<file path="src/rtl/spi_master_apb_regif.sv">
// spi_master_apb_regif
//   APB slave register front-end for the SPI master. Decodes APB accesses
//   into STATUS / CTRL / CLKDIV / TXFIFO registers, buffers transmit words
//   in a circular FIFO and offers the head word to the SPI shift engine
//   over a valid/ready handshake.
//
//   Register map (PADDR):
//     0x0 STATUS (RO) [0] empty [1] full [2] overflow [3] tx_valid [15:8] count
//     0x1 CTRL   (RW) [0] spi_en [3:1] cs_idx, write 1 to [4] clears overflow
//     0x2 CLKDIV (RW) [7:0] divider
//     0x6 TXFIFO (WO) write pushes PWDATA, reads 0
//
//   Ports:
//     HCLK, HRESET                 clock, async active-high reset
//     PADDR[3:0], PSEL, PENABLE,   APB request
//     PWRITE, PWDATA[DW-1:0]
//     PRDATA[DW-1:0], PREADY,      APB response (PREADY tied high)
//     PSLVERR
//     spi_data_tx[DW-1:0]          FIFO head word (0 while empty)
//     spi_data_tx_valid            FIFO non-empty
//     spi_data_tx_ready            engine consumes head when valid & ready
//     spi_cs[NUM_CS-1:0]           one-hot chip select
//     spi_clk_div[7:0], spi_en     engine configuration
//
//   Build option: define SPI_APB_PSLVERR_EN to drive PSLVERR on writes to
//   unmapped addresses, writes to STATUS and pushes while full. Otherwise
//   PSLVERR is tied low.
module spi_master_apb_regif #(
   parameter int unsigned DATA_WIDTH   = 32,
   parameter int unsigned TXFIFO_DEPTH = 8,
   parameter int unsigned NUM_CS       = 4
) (
   input  logic                  HCLK,
   input  logic                  HRESET,
   input  logic [3:0]            PADDR,
   input  logic                  PSEL,
   input  logic                  PENABLE,
   input  logic                  PWRITE,
   input  logic [DATA_WIDTH-1:0] PWDATA,
   output logic [DATA_WIDTH-1:0] PRDATA,
   output logic                  PREADY,
   output logic                  PSLVERR,
   output logic [DATA_WIDTH-1:0] spi_data_tx,
   output logic                  spi_data_tx_valid,
   input  logic                  spi_data_tx_ready,
   output logic [NUM_CS-1:0]     spi_cs,
   output logic [7:0]            spi_clk_div,
   output logic                  spi_en
);

   localparam int unsigned AW = $clog2(TXFIFO_DEPTH);
   localparam int unsigned CW = AW + 1;

   localparam logic [3:0] ADDR_STATUS = 4'h0;
   localparam logic [3:0] ADDR_CTRL   = 4'h1;
   localparam logic [3:0] ADDR_CLKDIV = 4'h2;
   localparam logic [3:0] ADDR_TXFIFO = 4'h6;

   logic [DATA_WIDTH-1:0] r_mem [TXFIFO_DEPTH];
   logic [AW-1:0]         r_wptr;
   logic [AW-1:0]         r_rptr;
   logic [CW-1:0]         r_count;
   logic                  r_ovf;
   logic                  r_en;
   logic [2:0]            r_cs_idx;
   logic [7:0]            r_div;

   logic                  w_acc;
   logic                  w_wr;
   logic                  w_rd;
   logic                  w_full;
   logic                  w_empty;
   logic                  w_fifo_wr;
   logic                  w_push;
   logic                  w_pop;
   logic [DATA_WIDTH-1:0] w_prdata;
   logic [NUM_CS-1:0]     w_cs;

   assign w_acc     = PSEL & PENABLE;
   assign w_wr      = w_acc & PWRITE;
   assign w_rd      = w_acc & ~PWRITE;
   assign w_full    = (r_count == CW'(TXFIFO_DEPTH));
   assign w_empty   = (r_count == '0);
   assign w_fifo_wr = w_wr & (PADDR == ADDR_TXFIFO);
   // full is taken from the pre-edge count, so a concurrent pop never
   // rescues a push that arrives while full
   assign w_push    = w_fifo_wr & ~w_full;
   assign w_pop     = ~w_empty & spi_data_tx_ready;

   // FIFO storage carries no reset; its contents are only observable
   // through the read pointer while count is non-zero
   always_ff @(posedge HCLK) begin
      if (w_push) r_mem[r_wptr] <= PWDATA;
   end

   always_ff @(posedge HCLK or posedge HRESET) begin
      if (HRESET) begin
         r_wptr   <= '0;
         r_rptr   <= '0;
         r_count  <= '0;
         r_ovf    <= 1'b0;
         r_en     <= 1'b0;
         r_cs_idx <= '0;
         r_div    <= 8'h04;
      end else begin
         if (w_push) r_wptr <= r_wptr + AW'(1);
         if (w_pop)  r_rptr <= r_rptr + AW'(1);
         case ({w_push, w_pop})
            2'b10:   r_count <= r_count + CW'(1);
            2'b01:   r_count <= r_count - CW'(1);
            default: r_count <= r_count;
         endcase
         if (w_fifo_wr & w_full) r_ovf <= 1'b1;
         if (w_wr && PADDR == ADDR_CTRL) begin
            r_en     <= PWDATA[0];
            r_cs_idx <= PWDATA[3:1];
            if (PWDATA[4]) r_ovf <= 1'b0;
         end
         if (w_wr && PADDR == ADDR_CLKDIV) r_div <= PWDATA[7:0];
      end
   end

   // cs_idx values at or beyond NUM_CS match no line and leave all deselected
   always_comb begin
      w_cs = '0;
      for (int unsigned i = 0; i < NUM_CS; i++)
         w_cs[i] = r_en && (r_cs_idx == 3'(i));
   end

   always_comb begin
      w_prdata = '0;
      if (w_rd) begin
         case (PADDR)
            ADDR_STATUS: begin
               w_prdata[0]       = w_empty;
               w_prdata[1]       = w_full;
               w_prdata[2]       = r_ovf;
               w_prdata[3]       = ~w_empty;
               w_prdata[8 +: CW] = r_count;
            end
            ADDR_CTRL: begin
               w_prdata[0]   = r_en;
               w_prdata[3:1] = r_cs_idx;
            end
            ADDR_CLKDIV: w_prdata[7:0] = r_div;
            default:     w_prdata = '0;
         endcase
      end
   end

`ifdef SPI_APB_PSLVERR_EN
   assign PSLVERR = w_wr & (((PADDR != ADDR_CTRL) & (PADDR != ADDR_CLKDIV) &
                             (PADDR != ADDR_TXFIFO)) | (w_fifo_wr & w_full));
`else
   assign PSLVERR = 1'b0;
`endif

   assign PRDATA            = w_prdata;
   assign PREADY            = 1'b1;
   assign spi_data_tx       = w_empty ? '0 : r_mem[r_rptr];
   assign spi_data_tx_valid = ~w_empty;
   assign spi_cs            = w_cs;
   assign spi_clk_div       = r_div;
   assign spi_en            = r_en;

endmodule

</file>
<file path="config.mk">
export PLATFORM = sky130hd
export DESIGN_NAME = spi_master_apb_regif
export DESIGN_NICKNAME = d
export VERILOG_FILES = /design/src/rtl/spi_master_apb_regif.sv
export SDC_FILE = /design/constraint.sdc
export NUM_CORES = 1
export LEC_CHECK = 0
export BUFFER_PORTS_ARGS = -buffer_cell sky130_fd_sc_hd__buf_2
export CAP_MARGIN = 25
export CORE_MARGIN = 10
export CORE_UTILIZATION = 55
export CTS_BUF_LIST = sky130_fd_sc_hd__clkbuf_8
export DETAILED_ROUTE_END_ITERATION = 7
export GPL_TIMING_DRIVEN = 0
export PLACE_DENSITY_LB_ADDON = 0.15
export REMOVE_ABC_BUFFERS = 1
export SYNTH_ARGS = -nofsm -noshare
export SYNTH_HDL_FRONTEND = slang
export SYNTH_SLANG_ARGS = --single-unit
</file>
<file path="constraint.sdc">
create_clock -name HCLK -period 4.1 [get_ports HCLK]
set_clock_uncertainty 0.1 [all_clocks]
set_input_delay 0.615 -clock HCLK [delete_from_list [all_inputs] [get_ports HCLK]]
set_output_delay 0.615 -clock HCLK [all_outputs]
set_load 0.03 [all_outputs]
</file>
* Word-level counts from Yosys, hierarchy flattened
Memory sizes are Yosys's and may differ from the RTL's.
Index checks and enable logic that the tools add are counted.
** Operators by class
- $add $sub $neg :: 4
- Equal/unequal tests :: 9
- Mux-type cells :: 11
- Bitwise operators :: 10
- Reductions and logical operators :: 10
** Operator list (count)
- $mux 32 :: 1
- $mux 12 :: 1
- $pmux 4 s3 :: 1
- $logic_not 4->1 :: 2
- $mux 4 :: 2
- $pmux 4 s2 :: 1
- $and 1x1->1 :: 7
- $add 3x1->3 const B :: 2
- $eq 3x2->1 const B :: 2
- $logic_and 1x1->1 :: 6
- $mux 1 :: 5
- $add 4x1->4 const B :: 1
- $eq 4x1->1 const B :: 1
- $eq 4x2->1 const B :: 1
- $eq 4x3->1 const B :: 1
- $eq 4x4->1 const B :: 1
- $sub 4x1->4 const B :: 1
- $eq 3x1->1 const B :: 1
- $logic_not 3->1 :: 1
- $not 1->1 :: 3
- $eq 2x1->1 const B :: 1
- $eq 2x2->1 const B :: 1
- $reduce_bool 2->1 :: 1
** Storage, ports and cells
- Register bits after elaboration :: 23
- RAM bits :: 256
- Bits of input ports :: 42
- Output and inout bits :: 80
- Memories :: 1
** Memory list
- r_mem :: words 8, bits a word 32, rd ports 1, clocked after memory_dff 0, write ports 1, RTL line 59 : logic [DATA_WIDTH-1:0] r_mem [TXFIFO_DEPTH];

* Logic depth before layout (Yosys ltp)
Gate-level depths: netlist of run 1.
- Word-level depth :: 7
- Mapped depth :: 12
- Mapped depth without buffers :: 10

* Least setup slack after synthesis of run 1
No wires, ideal clock.
- Path kind :: in2reg
- Start :: input port PADDR[0]
- End :: memory r_mem[1][0] (enable)
- Data arrival time :: 3.603 ns
- Data required time :: 3.539 ns
- Setup slack :: -0.064 ns
- Stages on the path :: 4
- Buffers on the path :: 0
- Cell sequence :: nand2b_1 nor4_4 nand2_1 nor3_1
** Between the ends
- Longest elaborated chain between the ends :: 5
** RTL lines
- start, declared :: RTL line 35 : input logic [3:0] PADDR,
- $eq 4x3->1 :: RTL line 84 : assign w_fifo_wr = w_wr & (PADDR == ADDR_TXFIFO);
- $and 1x1->1 :: RTL line 84
- $and 1x1->1 :: RTL line 87 : assign w_push = w_fifo_wr & ~w_full;
- $mux 1 :: RTL line 93 : if (w_push) r_mem[r_wptr] <= PWDATA;
- $mux 1 (implied by the code) :: RTL line 93
- end, declared :: RTL line 59
No other way between the ends.

* Final worst setup path of run 1
- Start :: register r_rptr[0]
- End :: output port spi_data_tx[7]
** Between the ends
- Longest elaborated chain between the ends :: 2
** RTL lines
- start, declared :: RTL line 61 : logic [AW-1:0] r_rptr;
- start signal, assigned :: RTL line 107 : if (w_pop) r_rptr <= r_rptr + AW'(1);
- $mem_v2 8x32
- $mux 32 :: RTL line 160 : assign spi_data_tx = w_empty ? '0 : r_mem[r_rptr];
- end, declared :: RTL line 43 : output logic [DATA_WIDTH-1:0] spi_data_tx,
No other way between the ends.

==> reports/qor.yml, run 1 <==
critical_path:
  cp_top_family: "flip-flops"
  cp-end-kind: "output pin"
  crit_start: "r_rptr[0]$_DFFE_PP0P_"
  crit_path_start_kind: "register"
  cp_max_fo: 37
  slowest_delay_ps: 840
  cpMaxStageDelayCell: "dfrtp_4"
  required_ps: 3380
  crit_chain: "buf_16 -> mux4_2 -> mux2i_1 -> nor2_1 -> buf_2"
  critical_path_class: "register to output pin"
  rr_startpoint: "r_count[1]$_DFFE_PP0P_"
  critPathBufInv: 2
  cp.arrival_ps: 2750
detailed_routing:
  drt.antenna.violating_nets: 0
  wl_per_cell_um: 22.4
  wl_um: 22400
  vias: 5543
  drc_errors: 0
  dr.pass1.iters: 4
  drt_iter0_markers: 355
  viasPerCell: 5.54
sta:
  finalSetupViolCount: 0
  slew_headroom: 0.411
  post-route-min-period_ps: 3460
  hold_viol: 0
  fin_crit_sh: 0.845
  worst_hold_slack_ps: 163
  timing.fmax_mhz: 289
  rsz0062_at_grt: "no"
  slew_viol_final: 0
  worst_slew_pin_slew_ps: 883
  fin_ws_ps: 637
cts:
  post_cts_buffers: 0
  cts_resized: 0
  clock_tree.root_cell: "clkbuf_8"
  cts_num_sinks: 279
  insertion_delay_ps: 530
  clkTransAtPathRegs_ps: 60
  cts_inserted_buffers: 44
  cts_tree: "done"
  htreeDepth: 2
  cts_hold_buf: 0
  cts_buffer_depth: 3
layout:
  area_growth_pct: 15.6
  stdcell_count: 1001
  drive_gt1_frac: 0.347
  design_area_um2: 13000
  final_nets: 747
  diodes: 0
die:
  start_util: 0.557
  core_um2: 20200
  io_pins: 122
  core.rowCount: 52
  fp.dieH_um: 163
  die_area_um2: 26600
  dieWidth_um: 163
global_route:
  grt_overflow: 0
  grt_max_degree: 59
  grt_pass1_wl_um: 35000
  grt_pass1_vias: 6184
  grt_use_total: 0.171
  antenna_found_initial: 0
power:
  ir_drop_mv: 0.412
  power_per_cell_area_nw_per_um2: 612
  leakagePower_nw: 4.72
  total_power_mw: 7.96
worst_hold_path:
  hold_class: "input port to async pin"
logic_synthesis:
  yosysWarnings: 0
  async_flop_share: 0.0824
  synth.top_cell.area_share: 0.684
  yosysSeqAreaShare: 0.735
  synthTopCellsByArea: "edfxtp_1 68%, mux4_2 13%, dfrtp_1 4.9%, mux2i_1 2.9%, buf_4 1.8%"
  ys_top_cells_by_count: "256 x edfxtp_1, 64 x mux4_2, 42 x nor2_1, 33 x mux2i_1, 27 x buf_4"
  synth_most_common_cell: "edfxtp_1"
  synthFlopType: "edfxtp_1"
  ys_types: 44
  syn_avg_cell_area_um2: 20.0
  synth-edff-count: 256
  synth_largest_area_cell: "edfxtp_1"
  yosys_register_bits: 279
  syn_area_um2: 11200
  syn_inst: 563
placed_design:
  io_buffer_count: 99
  dp_cells: 923
  postPlaceCellArea_um2: 12200
  preCtsSetupSlack_ps: 886
  gp_congestion: 0.794
  post-dp-hpwl_um: 14000
run_status:
  status: "finished clean"
run:
  maxCapViolations: 0
==> per-stage QoR <==
step / setup TNS, ps / utilization
after floorplan: -11610 / -
after global placement: -382680 / 0.587
after detailed placement: 0 / 0.607
after CTS: 0 / 0.644
after global routing: 0 / 0.644
final: 0 / 0.644
==> metal layers <==
layer,share of wire,track usage,vias to the layer above
met5,0,0,-
met4,0.010,0.0475,0
met3,0.074,0.0468,17
met2,0.51,0.287,201
met1,0.40,0.214,2840
li1,-,-,2485
==> layout make-up <==
class / count / area (µm²)
fill: 1446 / 7170
clock inverter: 31 / 121
inverter: 3 / 11.3
timing repair buffer: 120 / 835
multi-input combinational: 252 / 2790
sequential: 279 / 8270
tap: 270 / 338
clock buffer: 46 / 633
==> state kept, by name, summed over array words and instances (netlist names) <==
register	flops
r_mem	256
spi_clk_div	8
r_count	4
r_cs_idx	3
r_rptr	3
r_wptr	3
r_ovf	1
spi_en	1
==> layout by cell type (no fill, tap or decap), types with 3 or more instances in the layout <==
cell	count
buf_6	5
xor2_1	6
nand2b_1	4
edfxtp_1	256
nor2_4	6
dfrtp_1	19
clkinv_1	4
inv_1	25
ha_1	5
and3_1	9
nand3_1	3
nand2_1	11
buf_12	7
nor2_1	36
nor3_1	4
buf_8	5
o21ai_1	3
mux2_1	13
xnor2_1	3
mux2i_1	33
a21oi_1	4
clkbuf_8	46
mux4_2	64
buf_2	99
conb_1	22
clkinv_2	4
==> power breakdown <==
part | switching (mW) | leakage [nW] | internal [mW]
Sequential | 0.245 | 2.59 | 3.17
Combinational | 1.42 | 1.65 | 1.10
Clock | 0.987 | 0.475 | 1.03
Total | 2.65 | 4.72 | 5.31
==> final timing paths <==
check	to	slack (ps)	cells past startpoint
setup / recovery	spi_data_tx[7]	640	5
hold / removal	spi_clk_div[6]$_DFFE_PP0P_	160	2
setup reg to reg	r_count[2]$_DFFE_PP0P_	1320	10
max in group asynchronous	r_rptr[1]$_DFFE_PP0P_	3080	2
hold reg to reg	r_wptr[0]$_DFFE_PP0P_	430	1
min in group HCLK	r_mem[0][18]$_DFFE_PP_	260	1
==> kinds of logic (layout without fill, tap and decap cells) <==
group           after synthesis  count (layout)  share of synthesized area
compound gates               13              13                    0.00668
xor+xnor                      9               9                    0.00701
fa+ha+maj                     5               5                    0.00557
buf+inv                      52             200                     0.0285
flops                       279             279                      0.735
mux                         112             112                      0.173
other cells                   2              22                   0.000668
simple gates                 91              91                     0.0433
Note: power is estimated with default switching activity, not from simulation.
==> run 2, diff against run 1 <==
--- a/config.mk
+++ b/config.mk
@@ -5,6 +5,7 @@
 export SDC_FILE = /design/constraint.sdc
 export NUM_CORES = 1
 export LEC_CHECK = 0
+export ABC_AREA = 1
 export BUFFER_PORTS_ARGS = -buffer_cell sky130_fd_sc_hd__buf_2
 export CAP_MARGIN = 25
 export CORE_MARGIN = 10
==> constraint.sdc (replaced) <==
create_clock -name HCLK -period 3.2 [get_ports HCLK]
set_clock_uncertainty 0.1 [all_clocks]
set_input_delay 0.48 -clock HCLK [delete_from_list [all_inputs] [get_ports HCLK]]
set_output_delay 0.48 -clock HCLK [all_outputs]
set_load 0.03 [all_outputs]
==> run 2 against run 1 <==
Against the previous run: final cell count grew 39%; first-iteration DRC count grew 97%; non-clock buffer count grew 4.
==> reports/qor.yml, run 2 <==
layout:
  final_common_cell: "edfxtp_1"
  seqCellArea_um2: 8270  # unchanged
  largest_register: "r_mem"
  largest_reg_flops: 256  # unchanged
  nFillCells: 1529  # +5.7%
  design_area_um2: 13500  # +3.5%
  drive_gt1_frac: 0.185  # -0.163
  multi_input_area_um2: 2890  # +3.6%
  layout_common_cells: "256 x edfxtp_1, 248 x nor2_1, 122 x o21ai_0"
  area_growth_pct: 15.8
  final_nets: 1130  # +51%
  stdcell_count: 1392  # +39%
sta:
  hold_viol: 0  # unchanged
  slew_viol_final: 0  # unchanged
  post-route-min-period_ps: 3050
  slew_headroom: 0.380  # -0.0309
  fin_ws_ps: 149  # -488 ps
  rsz0062_at_grt: "no"
  finalSetupViolCount: 0  # unchanged
  timing.fmax_mhz: 328
  worst_slew_pin_slew_ps: 929  # +46.4 ps
  fin_crit_sh: 0.953
critical_path:
  crit_chain: "buf_12 -> clkinvlp_4 -> buf_16 -> o21ai_0 -> o22ai_1 -> nor2_1 -> nor2_1 -> buf_2"
  cpMaxStageDelayCell: "dfrtp_4"
  crit_start: "r_rptr[1]$_DFFE_PP0P_"
  required_ps: 2620  # -760 ps
  slowest_delay_ps: 590  # -250 ps
  cp.arrival_ps: 2470  # -280 ps
  cp_max_fo: 55  # +49%
  crit_path_start_kind: "register"
  cp-end-kind: "output pin"
  rr_startpoint: "r_count[0]$_DFFE_PP0P_"
  critical_path_class: "register to output pin"
  cpMostUsedCell: "nor2_1"
logic_synthesis:
  yosys_register_bits: 279  # unchanged
  yosysSeqAreaShare: 0.711  # -0.0239
  synth-edff-count: 256  # unchanged
  async_flop_share: 0.0824  # unchanged
  synth.top_cell.area_share: 0.662  # -0.0222
  syn_inst: 969  # +72%
  ys_types: 33  # -25%
  synth_largest_area_cell: "edfxtp_1"
  synthFlopType: "edfxtp_1"
  syn_area_um2: 11600  # +3.4%
  synthTopCellsByArea: "edfxtp_1 66%, nor2_1 8.3%, o21ai_0 5.3%, dfrtp_1 4.7%, nand2_1 2.3%"
  ys_top_cells_by_count: "256 x edfxtp_1, 256 x nor2_1, 122 x o21ai_0, 71 x nand2_1, 35 x o22ai_1"
  syn_avg_cell_area_um2: 12.0  # -40%
  yosysWarnings: 0  # unchanged
cts:
  clock_tree.root_cell: "clkbuf_8"
  htreeDepth: 2  # unchanged
  clkTransAtPathRegs_ps: 70  # about the same
  cts_num_sinks: 279  # unchanged
  cts_buffer_depth: 3  # unchanged
  insertion_delay_ps: 550  # +20 ps
  cts_inserted_buffers: 42  # -4.5%
  cts_tree: "done"
  cts_hold_buf: 0  # unchanged
worst_hold_path:
  hold_class: "input port to async pin"
die:
  io_pins: 122  # unchanged
  core_um2: 20900  # +3.6%
  fp.dieH_um: 165  # +1.5%
  start_util: 0.556  # -0.00110
  dieWidth_um: 165  # +1.5%
  die_area_um2: 27300  # +2.9%
  core.rowCount: 53  # +1.9%
power:
  power_per_cell_area_nw_per_um2: 876  # +43%
  leakagePower_nw: 4.98  # +5.5%
  total_power_mw: 11.8  # +48%
  ir_drop_mv: 0.506  # +23%
global_route:
  grt_overflow: 0  # unchanged
  grt_max_degree: 68  # +15%
  antenna_found_initial: 0  # unchanged
  grt_pass1_wl_um: 39600  # +13%
  grt_pass1_vias: 7466  # +21%
  grt_use_total: 0.187  # +0.0162
detailed_routing:
  wl_per_cell_um: 18.9  # -16%
  drt_iter0_markers: 700  # +97%
  drt.antenna.violating_nets: 0  # unchanged
  vias: 7629  # +38%
  viasPerCell: 5.48  # -1.0%
  drc_errors: 0  # unchanged
  dr.pass1.iters: 5  # +1
  wl_um: 26300  # +17%
run:
  maxCapViolations: 0  # unchanged
placed_design:
  io_buffer_count: 99  # unchanged
  postPlaceCellArea_um2: 12500  # +2.0%
  dp_cells: 1304  # +41%
  post-dp-hpwl_um: 14400  # +3.3%
  gp_congestion: 0.814  # +2.5%
  preCtsSetupSlack_ps: 120  # -766 ps
run_status:
  status: "finished clean"
run 2: changes by cell type after synthesis, moves of 33 or more:
cell	change
o211ai_1	+34
mux4_2	-64
o22ai_1	+35
nand2_1	+60
nor2_1	+214
mux2i_1	-33
o21ai_0	+121
run 2: metal layers:
layer  GRT usage  up-vias  share of wire
met2       0.297      301           0.46
met4      0.0706        0          0.020
li1            -     3629              -
met5           0        -              0
met1       0.247     3653           0.44
met3      0.0439       46          0.080
run 2: metrics by stage:
| step | utilization | TNS [ps] | hold slack, ps |
|---|---|---|---|
| 4_1_cts | 0.641 | 0 | 53.2 |
| 6_report | 0.644 | 0 | 25.8 |
| 3_3_place_gp | 0.577 | -505400 | 363 |
| 2_1_floorplan | - | -43810 | 364 |
| 5_1_grt | 0.644 | 0 | 78.8 |
| 3_5_place_dp | 0.598 | 0 | 374 |
run 2: cell families (layout without fill, tap and decap cells):
| group | after synthesis | count (layout) | synth area share |
|---|---|---|---|
| other | 2 | 23 | 0.000646 |
| DFF | 279 | 279 | 0.711 |
| AOI/OAI and AO/OA | 215 | 215 | 0.104 |
| and+or+nand+nor | 356 | 356 | 0.122 |
| xor gates and xnor gates | 5 | 5 | 0.00377 |
| buffers and inverters | 107 | 234 | 0.0526 |
| adders and majority gates | 5 | 5 | 0.00539 |
run 2: final cells by class:
class | instances | area share
Clock buffer | 46 | 0.0471
Antenna cell | 1 | 0.000186
Sequential cell | 279 | 0.615
Inverter | 33 | 0.0107
Timing Repair Buffer | 124 | 0.0730
Multi-Input combinational cell | 603 | 0.214
Tap cell | 275 | 0.0256
Clock inverter | 31 | 0.0142
run 2: what timing repair did:
item,4_1_cts,5_1_grt
cloned,0,0
hold endpoints to repair,0,0
setup buffers,3,7
endpoints found under the setup margin,32,30
resized for setup,5,1
run 2: worst paths after layout:
check                           slack [ps]  cells past startpoint                         end
min in group HCLK                      100                      1      r_mem[0][28]$_DFFE_PP_
worst max-delay path                   150                      8              spi_data_tx[1]
worst min register to register         380                      2  spi_clk_div[2]$_DFFE_PP1P_
worst max register to register         370                     12      r_count[2]$_DFFE_PP0P_
worst min-delay path                    30                      2       r_rptr[1]$_DFFE_PP0P_
max in group asynchronous             2300                      2       r_rptr[0]$_DFFE_PP0P_
run 2: report_power, final:
part	switching [mW]	internal [mW]	leakage, nW
combinational	3.23	1.49	1.96
sequential	0.160	4.07	2.56
clock	1.34	1.50	0.464
total	4.73	7.06	4.98
run 2: worst max-delay path, delay by kind of cell (launching register included):
family                 cells  cell delay [ps]
AND/OR/NAND/NOR            2              240
flip-flops                 1              590
buffers and inverters      4              800
AO/OA/AOI/OAI              2              250
==> run 3, diff against run 2 <==
--- a/config.mk
+++ b/config.mk
@@ -8,13 +8,14 @@
 export ABC_AREA = 1
 export BUFFER_PORTS_ARGS = -buffer_cell sky130_fd_sc_hd__buf_2
 export CAP_MARGIN = 25
-export CORE_MARGIN = 10
+export CORE_MARGIN = 2
 export CORE_UTILIZATION = 55
 export CTS_BUF_LIST = sky130_fd_sc_hd__clkbuf_8
 export DETAILED_ROUTE_END_ITERATION = 7
 export GPL_TIMING_DRIVEN = 0
 export PLACE_DENSITY_LB_ADDON = 0.15
 export REMOVE_ABC_BUFFERS = 1
+export SKIP_LAST_GASP = 1
 export SYNTH_ARGS = -nofsm -noshare
 export SYNTH_HDL_FRONTEND = slang
 export SYNTH_SLANG_ARGS = --single-unit
==> constraint.sdc (replaced) <==
create_clock -name HCLK -period 3.2 [get_ports HCLK]
set_clock_uncertainty 0.1 [all_clocks]
set_input_delay 0.32 -clock HCLK [delete_from_list [all_inputs] [get_ports HCLK]]
set_output_delay 0.32 -clock HCLK [all_outputs]
set_load 0.03 [all_outputs]
==> run 3 against run 2 <==
Against the previous run: register-to-register slack improved by 170 ps; via count is essentially flat; critical endpoint is now spi_data_tx[13]; clock power is 9.9% lower; critical path depth did not move; routed wire length fell by 2.7%; total power is 2.4% lower; sequential power about the same; first-iteration DRC count shrank 6.7%; clock-buffer cell count is 2 lower; non-clock buffer count increased by 28; die area shrank 18%; largest cell class unchanged; largest power group unchanged; combinational power barely moved.
==> reports/qor.yml, run 3 (synthesis gave the netlist of run 2 again) <==
critical_path:
  crit_path_start_kind: "register"
  cp-end-kind: "output pin"
  cp.arrival_ps: 2530  # +60 ps
  cpMaxStageDelayCell: "dfrtp_4"
  cp_max_fo: 62  # +13%
  crit_chain: "buf_16 -> clkinv_16 -> bufbuf_16 -> o21ai_0 -> o22ai_1 -> nor2_1 -> nor2_1 -> buf_2"
  critical_path_class: "register to output pin"
  slowest_delay_ps: 460  # -130 ps
  cpMostUsedCell: "nor2_1"
  required_ps: 2780  # +160 ps
die:
  core_um2: 20900  # unchanged
  io_pins: 122  # unchanged
  start_util: 0.556  # unchanged
  fp.dieH_um: 149  # -9.7%
  core.rowCount: 53  # unchanged
  dieWidth_um: 149  # -9.7%
  die_area_um2: 22300  # -18%
power:
  p_sw_mw: 4.63  # -2.1%
  cell_internal_pwr_mw: 6.87  # -2.6%
  clock_power_share: 0.221  # -0.019
  power_frac_comb: 0.411  # +0.010
  ir_drop_mv: 0.505  # -0.19%
  leakagePower_nw: 5.05  # +1.5%
  pwr-share-seq: 0.368  # +0.009
  switching_share: 0.403  # +0.00125
  power_per_cell_area_nw_per_um2: 843  # -3.8%
cts:
  clkTransAtPathRegs_ps: 70  # about the same
  insertion_delay_ps: 540  # about the same
  htreeDepth: 2  # unchanged
  clock_tree.root_cell: "clkbuf_8"
  cts_inserted_buffers: 43  # +2.4%
  cts_num_sinks: 279  # unchanged
  cts_tree: "done"
  cts_buffer_depth: 3  # unchanged
layout:
  diodes: 0  # -1
  drive_gt1_frac: 0.172  # -0.0125
  layout_common_cells: "256 x edfxtp_1, 248 x nor2_1, 122 x o21ai_0"
  final_common_cell: "edfxtp_1"
  area_growth_pct: 17.4
  largest_register: "r_mem"
  largest_reg_flops: 256  # unchanged
  final_nets: 1159  # +2.6%
  post-route-util: 0.653  # +0.00899
global_route:
  grt_max_degree: 85  # +25%
  grt_overflow: 0  # unchanged
  grt_use_total: 0.227  # +0.0399
  grt_pass1_wl_um: 38400  # -3.0%
  antenna_found_initial: 0  # unchanged
  grt_pass1_vias: 7430  # -0.48%
detailed_routing:
  vias: 7634  # +0.066%
  wl_um: 25600  # -2.7%
  wl_per_cell_um: 18.1  # -4.2%
  drc_errors: 0  # unchanged
  dr.pass1.iters: 7  # +2
  viasPerCell: 5.40  # -1.5%
  drt.antenna.violating_nets: 0  # unchanged
  drt_iter0_markers: 653  # -6.7%
sta:
  fin_crit_sh: 0.922  # -0.0317
  finalSetupViolCount: 0  # unchanged
  rsz0062_at_grt: "no"
  finalSetupTns_ps: 0  # unchanged
  fin_ws_ps: 251  # +101 ps
  post-route-min-period_ps: 2950  # -101 ps
  hold_viol: 0  # unchanged
  timing.fmax_mhz: 339  # +3.4%
  slew_viol_final: 0  # unchanged
  worst_slew_pin_slew_ps: 937  # +8.01 ps
  slew_headroom: 0.374  # -0.00534
run_status:
  status: "finished clean"
placed_design:
  preCtsSetupSlack_ps: 75.9  # -44.2 ps
  gp_congestion: 0.804  # -1.1%
  io_buffer_count: 99  # unchanged
  post-dp-hpwl_um: 13600  # -5.9%
worst_hold_path:
  hold_class: "input port to register"
run:
  maxCapViolations: 0  # unchanged
==> run 3: area by class of cell <==
type                       instances  area (µm²)
sequential                       279        8270
tap                              275         344
inverter                          33         154
clock buffer                      44         606
clock inverter                    28         118
timing repair buffer             152        1270
multi-input combinational        603        2880
fill                            1555        7250
==> run 3: timing repair <==
item | CTS | global route
buffers inserted | 3 | 3
cloned | 1 | 1
endpoints found under the hold margin | 240 | 0
resized for setup | 5 | 1
setup endpoints to repair | 32 | 16
hold buffers | 30 | 0
==> run 3: routing by layer <==
metal	routed length [µm]	track usage	up-vias
li1	-	-	3685
met1	11100	0.297	3631
met2	12300	0.384	272
met3	1660	0.0385	46
met4	583	0.0852	0
met5	0	0	-
==> run 3: worst paths after layout <==
kind                                            startpoint                          to  slack (ps)  cells after the start
worst max register to register      r_count[0]$_DFFE_PP0P_      r_count[2]$_DFFE_PP0P_         540                     12
max in group asynchronous                           HRESET       r_rptr[1]$_DFFE_PP0P_        1880                      3
min in group asynchronous                           HRESET      r_count[2]$_DFFE_PP0P_         440                      3
worst min register to register  spi_clk_div[2]$_DFFE_PP1P_  spi_clk_div[2]$_DFFE_PP1P_         380                      2
worst min-delay path                             PWDATA[0]       r_mem[0][0]$_DFFE_PP_          20                      1
worst max-delay path                 r_rptr[0]$_DFFE_PP0P_             spi_data_tx[13]         250                      8
==> run 3: critical path, delay by kind of cell (launching register included) <==
kind / cells / cell delay (ps)
flops: 1 / 460
simple gates: 2 / 150
compound gates: 2 / 370
buf+inv: 4 / 970
==> run 3: power by group through the flow <==
stage / combinational [mW] / clock (mW) / sequential (mW)
4_1_cts: 4.57 / 2.58 / 4.29
2_1_floorplan: 2.71 / 0 / 4.53
3_3_place_gp: 3.75 / 0 / 4.78
3_5_place_dp: 4.33 / 0 / 4.39
5_1_grt: 5.20 / 2.74 / 4.24
6_report: 4.73 / 2.55 / 4.23
==> run 3: metrics by stage <==
| step | instances | instance area (µm²) | power, mW | hold slack (ps) |
|---|---|---|---|---|
| 2_1_floorplan | 915 | 11200 | 7.23 | 221 |
| 3_3_place_gp | 1289 | 12000 | 8.53 | 363 |
| 3_5_place_dp | 1304 | 12500 | 8.72 | 372 |
| 4_1_cts | 1410 | 13600 | 11.4 | 0.0104 |
| 5_1_grt | 1414 | 13600 | 12.2 | 26.3 |
| 6_report | 1414 | 13600 | 11.5 | 20.8 |
